===== src/rtl/instruction_fetch.sv =====
// ---------------------------------------------------------------------------
// instruction_fetch
//   Fetch stage sitting directly after the program counter. On fetch_req it
//   reads the word at the current PC from instruction memory, latches it into
//   the instruction register, pulses pc_incr once and waits for the PC's
//   reg_wr_ack before signalling completion with a one-cycle instr_valid.
//
//   Optional feature macro: FETCH_TIMEOUT_EN
//     defined   -> REQ is abandoned after PA_TO cycles without mem_ack and the
//                  sticky fetch_err flag is raised.
//     undefined -> REQ waits indefinitely, fetch_err is tied to 0.
//
// Ports
//   clk, rst_b    clock (rising edge), asynchronous active-low reset
//   fetch_req     start one fetch, sampled only in IDLE
//   pc_value      current PC word address
//   pc_wr_ack     PC has finished the increment
//   pc_incr       one-cycle increment pulse to the PC
//   mem_addr      instruction memory address, stable for the whole fetch
//   mem_rd        read strobe, held until mem_ack
//   mem_data      read data, valid with mem_ack
//   mem_ack       read complete
//   instr         instruction register
//   instr_valid   one-cycle pulse, fetch finished and instr stable
//   busy          high in every state except IDLE
//   fetch_err     sticky memory timeout flag
// ---------------------------------------------------------------------------
module instruction_fetch #(
   parameter int PA_DATA = 32,
   parameter int PA_TO   = 16
) (
   input  logic               clk,
   input  logic               rst_b,
   input  logic               fetch_req,
   input  logic [PA_DATA-1:0] pc_value,
   input  logic               pc_wr_ack,
   output logic               pc_incr,
   output logic [PA_DATA-1:0] mem_addr,
   output logic               mem_rd,
   input  logic [PA_DATA-1:0] mem_data,
   input  logic               mem_ack,
   output logic [PA_DATA-1:0] instr,
   output logic               instr_valid,
   output logic               busy,
   output logic               fetch_err
);

   typedef enum logic [2:0] {
      S_IDLE = 3'd0,
      S_REQ  = 3'd1,
      S_INCR = 3'd2,
      S_WAIT = 3'd3,
      S_DONE = 3'd4
   } state_t;

   state_t             state_q, state_d;
   logic [PA_DATA-1:0] mem_addr_q, mem_addr_d;
   logic [PA_DATA-1:0] instr_q, instr_d;
   logic               mem_rd_q, mem_rd_d;
   logic               pc_incr_q, pc_incr_d;
   logic               instr_valid_q, instr_valid_d;
   logic               busy_q, busy_d;

`ifdef FETCH_TIMEOUT_EN
   localparam int             TW      = $clog2(PA_TO + 1);
   localparam logic [TW-1:0]  TO_LAST = TW'(PA_TO - 1);
   logic [TW-1:0]             timer_q, timer_d;
   logic                      fetch_err_q, fetch_err_d;
`endif

   always_ff @(posedge clk or negedge rst_b) begin
      if (!rst_b) begin
         state_q       <= S_IDLE;
         mem_addr_q    <= '0;
         instr_q       <= '0;
         mem_rd_q      <= 1'b0;
         pc_incr_q     <= 1'b0;
         instr_valid_q <= 1'b0;
         busy_q        <= 1'b0;
`ifdef FETCH_TIMEOUT_EN
         timer_q       <= '0;
         fetch_err_q   <= 1'b0;
`endif
      end else begin
         state_q       <= state_d;
         mem_addr_q    <= mem_addr_d;
         instr_q       <= instr_d;
         mem_rd_q      <= mem_rd_d;
         pc_incr_q     <= pc_incr_d;
         instr_valid_q <= instr_valid_d;
         busy_q        <= busy_d;
`ifdef FETCH_TIMEOUT_EN
         timer_q       <= timer_d;
         fetch_err_q   <= fetch_err_d;
`endif
      end
   end

   always_comb begin
      state_d       = state_q;
      mem_addr_d    = mem_addr_q;
      instr_d       = instr_q;
      mem_rd_d      = mem_rd_q;
      pc_incr_d     = 1'b0;
      instr_valid_d = 1'b0;
      busy_d        = busy_q;
`ifdef FETCH_TIMEOUT_EN
      timer_d       = timer_q;
      fetch_err_d   = fetch_err_q;
`endif
      case (state_q)
         S_IDLE: begin
            if (fetch_req) begin
               state_d    = S_REQ;
               mem_addr_d = pc_value;
               mem_rd_d   = 1'b1;
               busy_d     = 1'b1;
`ifdef FETCH_TIMEOUT_EN
               timer_d     = '0;
               fetch_err_d = 1'b0;
`endif
            end
         end
         S_REQ: begin
            // An acknowledge arriving in the last timeout cycle still wins.
            if (mem_ack) begin
               instr_d   = mem_data;
               mem_rd_d  = 1'b0;
               pc_incr_d = 1'b1;
               state_d   = S_INCR;
            end
`ifdef FETCH_TIMEOUT_EN
            else if (timer_q == TO_LAST) begin
               mem_rd_d    = 1'b0;
               fetch_err_d = 1'b1;
               state_d     = S_DONE;
            end else begin
               timer_d = timer_q + TW'(1);
            end
`endif
         end
         S_INCR: begin
            state_d = S_WAIT;
         end
         S_WAIT: begin
            if (pc_wr_ack) begin
               instr_valid_d = 1'b1;
               state_d       = S_DONE;
            end
         end
         S_DONE: begin
            busy_d  = 1'b0;
            state_d = S_IDLE;
         end
         default: begin
            // Illegal encoding: recover to the reset picture in one cycle.
            state_d    = S_IDLE;
            mem_addr_d = '0;
            instr_d    = '0;
            mem_rd_d   = 1'b0;
            busy_d     = 1'b0;
`ifdef FETCH_TIMEOUT_EN
            timer_d     = '0;
            fetch_err_d = 1'b0;
`endif
         end
      endcase
   end

   assign pc_incr     = pc_incr_q;
   assign mem_addr    = mem_addr_q;
   assign mem_rd      = mem_rd_q;
   assign instr       = instr_q;
   assign instr_valid = instr_valid_q;
   assign busy        = busy_q;
`ifdef FETCH_TIMEOUT_EN
   assign fetch_err   = fetch_err_q;
`else
   assign fetch_err   = 1'b0;
`endif

endmodule

===== config.mk =====
export PLATFORM = sky130hd
export DESIGN_NAME = instruction_fetch
export DESIGN_NICKNAME = d
export VERILOG_FILES = /design/src/rtl/instruction_fetch.sv
export SDC_FILE = /design/constraint.sdc
export NUM_CORES = 1
export LEC_CHECK = 0
export CAP_MARGIN = 15
export CORE_ASPECT_RATIO = 1.2
export CORE_MARGIN = 3
export CORE_UTILIZATION = 44
export CTS_CLUSTER_DIAMETER = 120
export DETAILED_ROUTE_END_ITERATION = 7
export HOLD_SLACK_MARGIN = 0.05
export PLACE_DENSITY = 0.92
export SETUP_SLACK_MARGIN = 0.02
export SYNTH_ARGS = -nofsm -noshare
export SYNTH_HDL_FRONTEND = slang
export SYNTH_SLANG_ARGS = --single-unit

===== constraint.sdc =====
create_clock -name clk -period 2 [get_ports clk]
set_clock_uncertainty 0.2 [all_clocks]
set_input_delay 0.4 -clock clk [delete_from_list [all_inputs] [get_ports clk]]
set_output_delay 0.4 -clock clk [all_outputs]
set_load 0.01 [all_outputs]

; After elaboration in Yosys (flattened, before gate mapping)
; Index checks and enable logic that the tools add are counted.
[classes]
n_eq_ne = 7
reduce_logical = 10
muxes = 16
n_bitwise = 4
[ops]
columns = operator, n
row1 = 32-bit one-hot mux with 2 select lines, 2
row2 = 32-bit 2-to-1 mux, 2
row3 = 3-bit one-hot mux with 4 select lines, 1
row4 = 3-bit 2-to-1 mux, 3
row5 = 4-bit OR reduction, 2
row6 = 3-bit by 2-bit equality test with 1-bit output (second input constant), 2
row7 = 1-bit 2-to-1 mux, 6
row8 = 2-bit inequality test (second input constant), 3
row9 = 2-bit AND reduction, 3
row10 = 3-bit AND reduction, 2
row11 = 3-bit OR reduction, 2
row12 = 1-bit NOT, 4
row13 = 3-bit by 1-bit equality test with 1-bit output (second input constant), 1
row14 = 3-bit equality test (second input constant), 1
row15 = 3-bit logical NOT, 1
row16 = 1-bit one-hot mux with 3 select lines, 1
row17 = 1-bit one-hot mux with 2 select lines, 1
[totals]
out_inout_bits = 69
inputBits = 69
register_bits = 71
word_cells = 44

; Depth between registers and ports, before layout
[depth]
depth_word = 4
mapped_depth = 6
mapped_depth_nobuf = 3

; Least setup slack after synthesis
; Ideal clock, no wire load.
[synth_path]
path_type = register to register
from = register state_q[0]
to = register instr_q[17], in the netlist instr[17]
setup_slack_ns = 0.528
synth_period_minus_slack_ns = 1.472
arrival_ns = 1.148
setup_time_ns = 0.124
n_path_buf = 2
t_required_ns = 1.676
stages_incl_launch_ff = 6
cell_sequence = dfrtp_1 -> buf_2 -> nand3b_1 -> buf_2 -> nor3b_1 -> a211o_1
[synth_between]
elab_chain_len = 4
word_cells_on_any_way = 10
cone_classes = 5 x eq/ne / 1 x mux / 1 x bitwise / 3 x reduce/logical
[synth_rtl]
columns = item, line_no
row1 = start: declaration, 56  ; state_t state_q, state_d;
row2 = start signal: assignment, 85  ; state_q <= state_d;
row3 = 3-bit by 2-bit equality test with 1-bit output (tied with other cells), 111  ; case (state_q)
row4 = 4-bit OR reduction (no source line), -
row5 = 1-bit NOT (no source line), -
row6 = 2-bit AND reduction (no source line), -
row7 = end signal: assignment, 87  ; instr_q <= instr_d;
row8 = end: declaration, 58  ; logic [PA_DATA-1:0] instr_q, instr_d;
; Several ways; a longest one is shown, not always the timed one.
; A chain may end at the register's enable or synchronous reset.

; Worst setup path after layout
[layout_path]
from = register mem_addr_q[12], in the netlist mem_addr[12]
to = output mem_addr[12]
[layout_lines]
columns = item, line_no
row1 = start: declaration, 57  ; logic [PA_DATA-1:0] mem_addr_q, mem_addr_d;
row2 = start signal: assignment, 86  ; mem_addr_q <= mem_addr_d;
row3 = end: declaration, 38  ; output logic [PA_DATA-1:0] mem_addr,
; No word-level cell between the ends.

==> reports/metrics.cfg <==
[status]
outcome = finished clean

[clock_network]
worstSkewPairLatency_ns = 0.33
cts_tree = built
cts_max_level = 3
numCtsBuffers = 9
path_clk_slew_ns = 0.08
post-cts-setup-buffers = 0
clkSinkCount = 71
clockBufferDepth = 2
cts-root-buf = clkbuf_8

[power_and_ir_drop]
powerDensity_nw_per_um2 = 1453
clockPowerShare_pct = 18.3
pwr-share-seq_pct = 32.3
intPower_mw = 4.855
leakagePower_nw = 2.259
combPwrFrac_pct = 49.3
swShare_pct = 36.59
switchingPower_mw = 2.801
vdd_drop_max_v = 0.0008519
fin_total_pwr_mw = 7.656

[placement]
gp_congestion = 0.7435
io_buffers = 136
post-dp-hpwl_mm = 6.777
pre_cts_slack_ns = -0.4473
dp_cells = 527

[sta]
setup_ws_ns = 0.09866
drv_slew = 0
fin_tns_setup_ns = 0
fmax_mhz = 525.9
rsz0062_at_grt = false
finalSetupViolCount = 0
min_period_ns = 1.901
relSlewSlack_pct = 49.74
worst_pin_slew_ns = 0.7515
report.final.hold_viol_count = 0
finalCritPeriodShare_pct = 95.07

[logic_synthesis]
synth-seq-area-share_pct = 50.09
synth_nets = 390
ys_ff_latch = 71
synth_top_area_cell = dfrtp_1
syn_area_um2 = 3547
netlist.area_leader.share_pct = 50.09
postSynthAreaPerCell_um2 = 11.05
yosysUniqueCellTypes = 29
synth_area_leaders = dfrtp_1 50%, a211o_1 7.9%, o2bb2ai_1 7.9%
yosysWarnings = 0
synth_cells = 321

[worst_setup_path]
endpoint_kind = output port
crit_required_ns = 1.40
cp_slowest_stage_delay_ns = 0.56
path_delay_family = buffers and inverters
worst_r2r_path_depth = 5
rrSetupSlack_ns = 0.19
worstSetupStartpointType = register
cp_max_fo = 3
path_cells = clkdlybuf4s50_1
r2r-end = instr[30]
path_buf_inv = 1
slowest_stage = clkdlybuf4s50_1
arrival_ns = 1.30
critPathKind = register to output port
rr_startpoint = state_q[0]

[routing]
drt_iter0_drc = 121
route.vias.total = 3126
postRouteAntennaNets = 0
vias_per_cell = 5.736
drcViolationCount = 0
first_pass_iters = 4
drt-total-wl_mm = 9.835
post_drt_wl_per_cell_um = 18.05

[die]
die_w_um = 87.97
io_pins = 138
die_h_um = 104.4
start_util_pct = 45.76
num_rows = 35
die_area_um2 = 9180
core_area_um2 = 7751

[layout]
diodes = 0
finalNonFillerCells = 545
area_delta_synth_final_pct = 48.57
fillerInstances = 584
nets = 517
utilization_pct = 67.99
drive_gt1_share_pct = 8.830

[grt]
grt_pass1_vias = 3217
grt_max_degree = 40
antenna_found_initial = 0
grt_remaining_overflow = 0
grt_usage_pct = 21.47
grt_pass1_wl_mm = 15.89

[min_path]
hp-class = register to register
min_to = busy
hold_start = busy
worstHoldPathCells = 2

[run]
drv_cap = 0

[stage by stage]
| stage | instance area, um2 | hold slack [ns] |
|---|---|---|
| final | 5270 | 0.3083 |
| after global routing | 5270 | 0.3378 |
| after CTS | 5270 | 0.3134 |
| after detailed placement | 4999 | 0.1785 |
| after global placement | 4999 | 0.1663 |
| after floorplan | 3547 | -0.09559 |
[worst max-delay path by stage]
stage                     cells after the start         start           end  slack (ns)
after floorplan                               5    state_q[0]     instr[17]        0.53
after global placement                        4     fetch_req  mem_addr[10]       -0.36
after detailed placement                      4     fetch_req   mem_addr[6]       -0.45
after CTS                                     1  mem_addr[12]  mem_addr[12]        0.08
after global routing                          1   mem_addr[6]   mem_addr[6]        0.06
final                                         1  mem_addr[12]  mem_addr[12]         0.1
[repair_timing]
action	in CTS	in global routing
resized for setup	1	0
hold buffers	1	0
endpoints found under the hold margin	32	0
setup endpoints to repair	32	0
[kinds of logic (layout without fill, tap and decap cells)]
logic type	Yosys count	after routing	share of synthesized area [%]
buffers and inverters	39	170	5.361
AO/OA/AOI/OAI	137	137	29.95
AND/OR/NAND/NOR	73	74	14.50
flip-flops	71	71	50.09
other	1	1	0.1057
[per-layer routing]
| metal | up-vias | wire (um) | GRT usage [%] |
|---|---|---|---|
| met4 | 0 | 187 | 8.004 |
| met1 | 1519 | 4064 | 26.97 |
| met5 | - | 0 | 0 |
| met2 | 114 | 5051 | 36.53 |
| li1 | 1476 | - | - |
| met3 | 17 | 533 | 3.407 |
[cell type report]
| class | instances | area, um2 | share of cell area (%) |
|---|---|---|---|
| Multi-Input combinational cell | 212 | 1602 | 30.39 |
| Clock buffer | 10 | 137.6 | 2.612 |
| Inverter | 1 | 3.754 | 0.07123 |
| Clock inverter | 6 | 107.6 | 2.042 |
| Timing Repair Buffer | 153 | 1526 | 28.96 |
| Tap cell | 92 | 115.1 | 2.184 |
| Sequential cell | 71 | 1778 | 33.74 |
[power groups by stage]
| stage | Sequential, mW | Clock, mW | Combinational (mW) |
|---|---|---|---|
| 2_1_floorplan | 2.61 | 0 | 1.89 |
| 3_3_place_gp | 2.45 | 0 | 3.64 |
| 3_5_place_dp | 2.48 | 0 | 3.79 |
| 4_1_cts | 2.48 | 1.43 | 3.81 |
| 5_1_grt | 2.55 | 1.49 | 4.10 |
| 6_report | 2.48 | 1.40 | 3.78 |
[cells in the mapped netlist (all sizes together)]
master    n
nand2     1
a21bo     1
o2bb2ai  32
dfrtp    71
nor3b    32
a211o    32
nor4bb    1
a21oi     4
inv       1
and4b     2
nor2      2
nand3b    1
buf      21
a31oi    32
a311oi    1
clkbuf   17
nor2b     1
and2     32
o21ai     2
a31o      1
o21a     32
conb      1
nor3      1
[cells in the final DEF, fill, tap and decap left out, drive strengths merged, types with 2 or more instances in the layout]
master | Yosys | routed
a31oi | 32 | 32
clkinv | 0 | 2
a21oi | 4 | 4
clkbuf | 17 | 10
o21ai | 2 | 2
o2bb2ai | 32 | 32
nor3 | 1 | 2
bufinv | 0 | 3
buf | 21 | 17
and4b | 2 | 2
clkdlybuf4s50 | 0 | 135
a211o | 32 | 32
o21a | 32 | 32
nor2 | 2 | 2
nor3b | 32 | 32
dfrtp | 71 | 71
and2 | 32 | 32
[state kept, by name (all words and copies together), names as in the netlist]
name	count
state_q	3
pc_incr	1
instr	32
instr_valid	1
busy	1
mem_rd	1
mem_addr	32
Note: power is estimated with default switching activity, not from simulation.
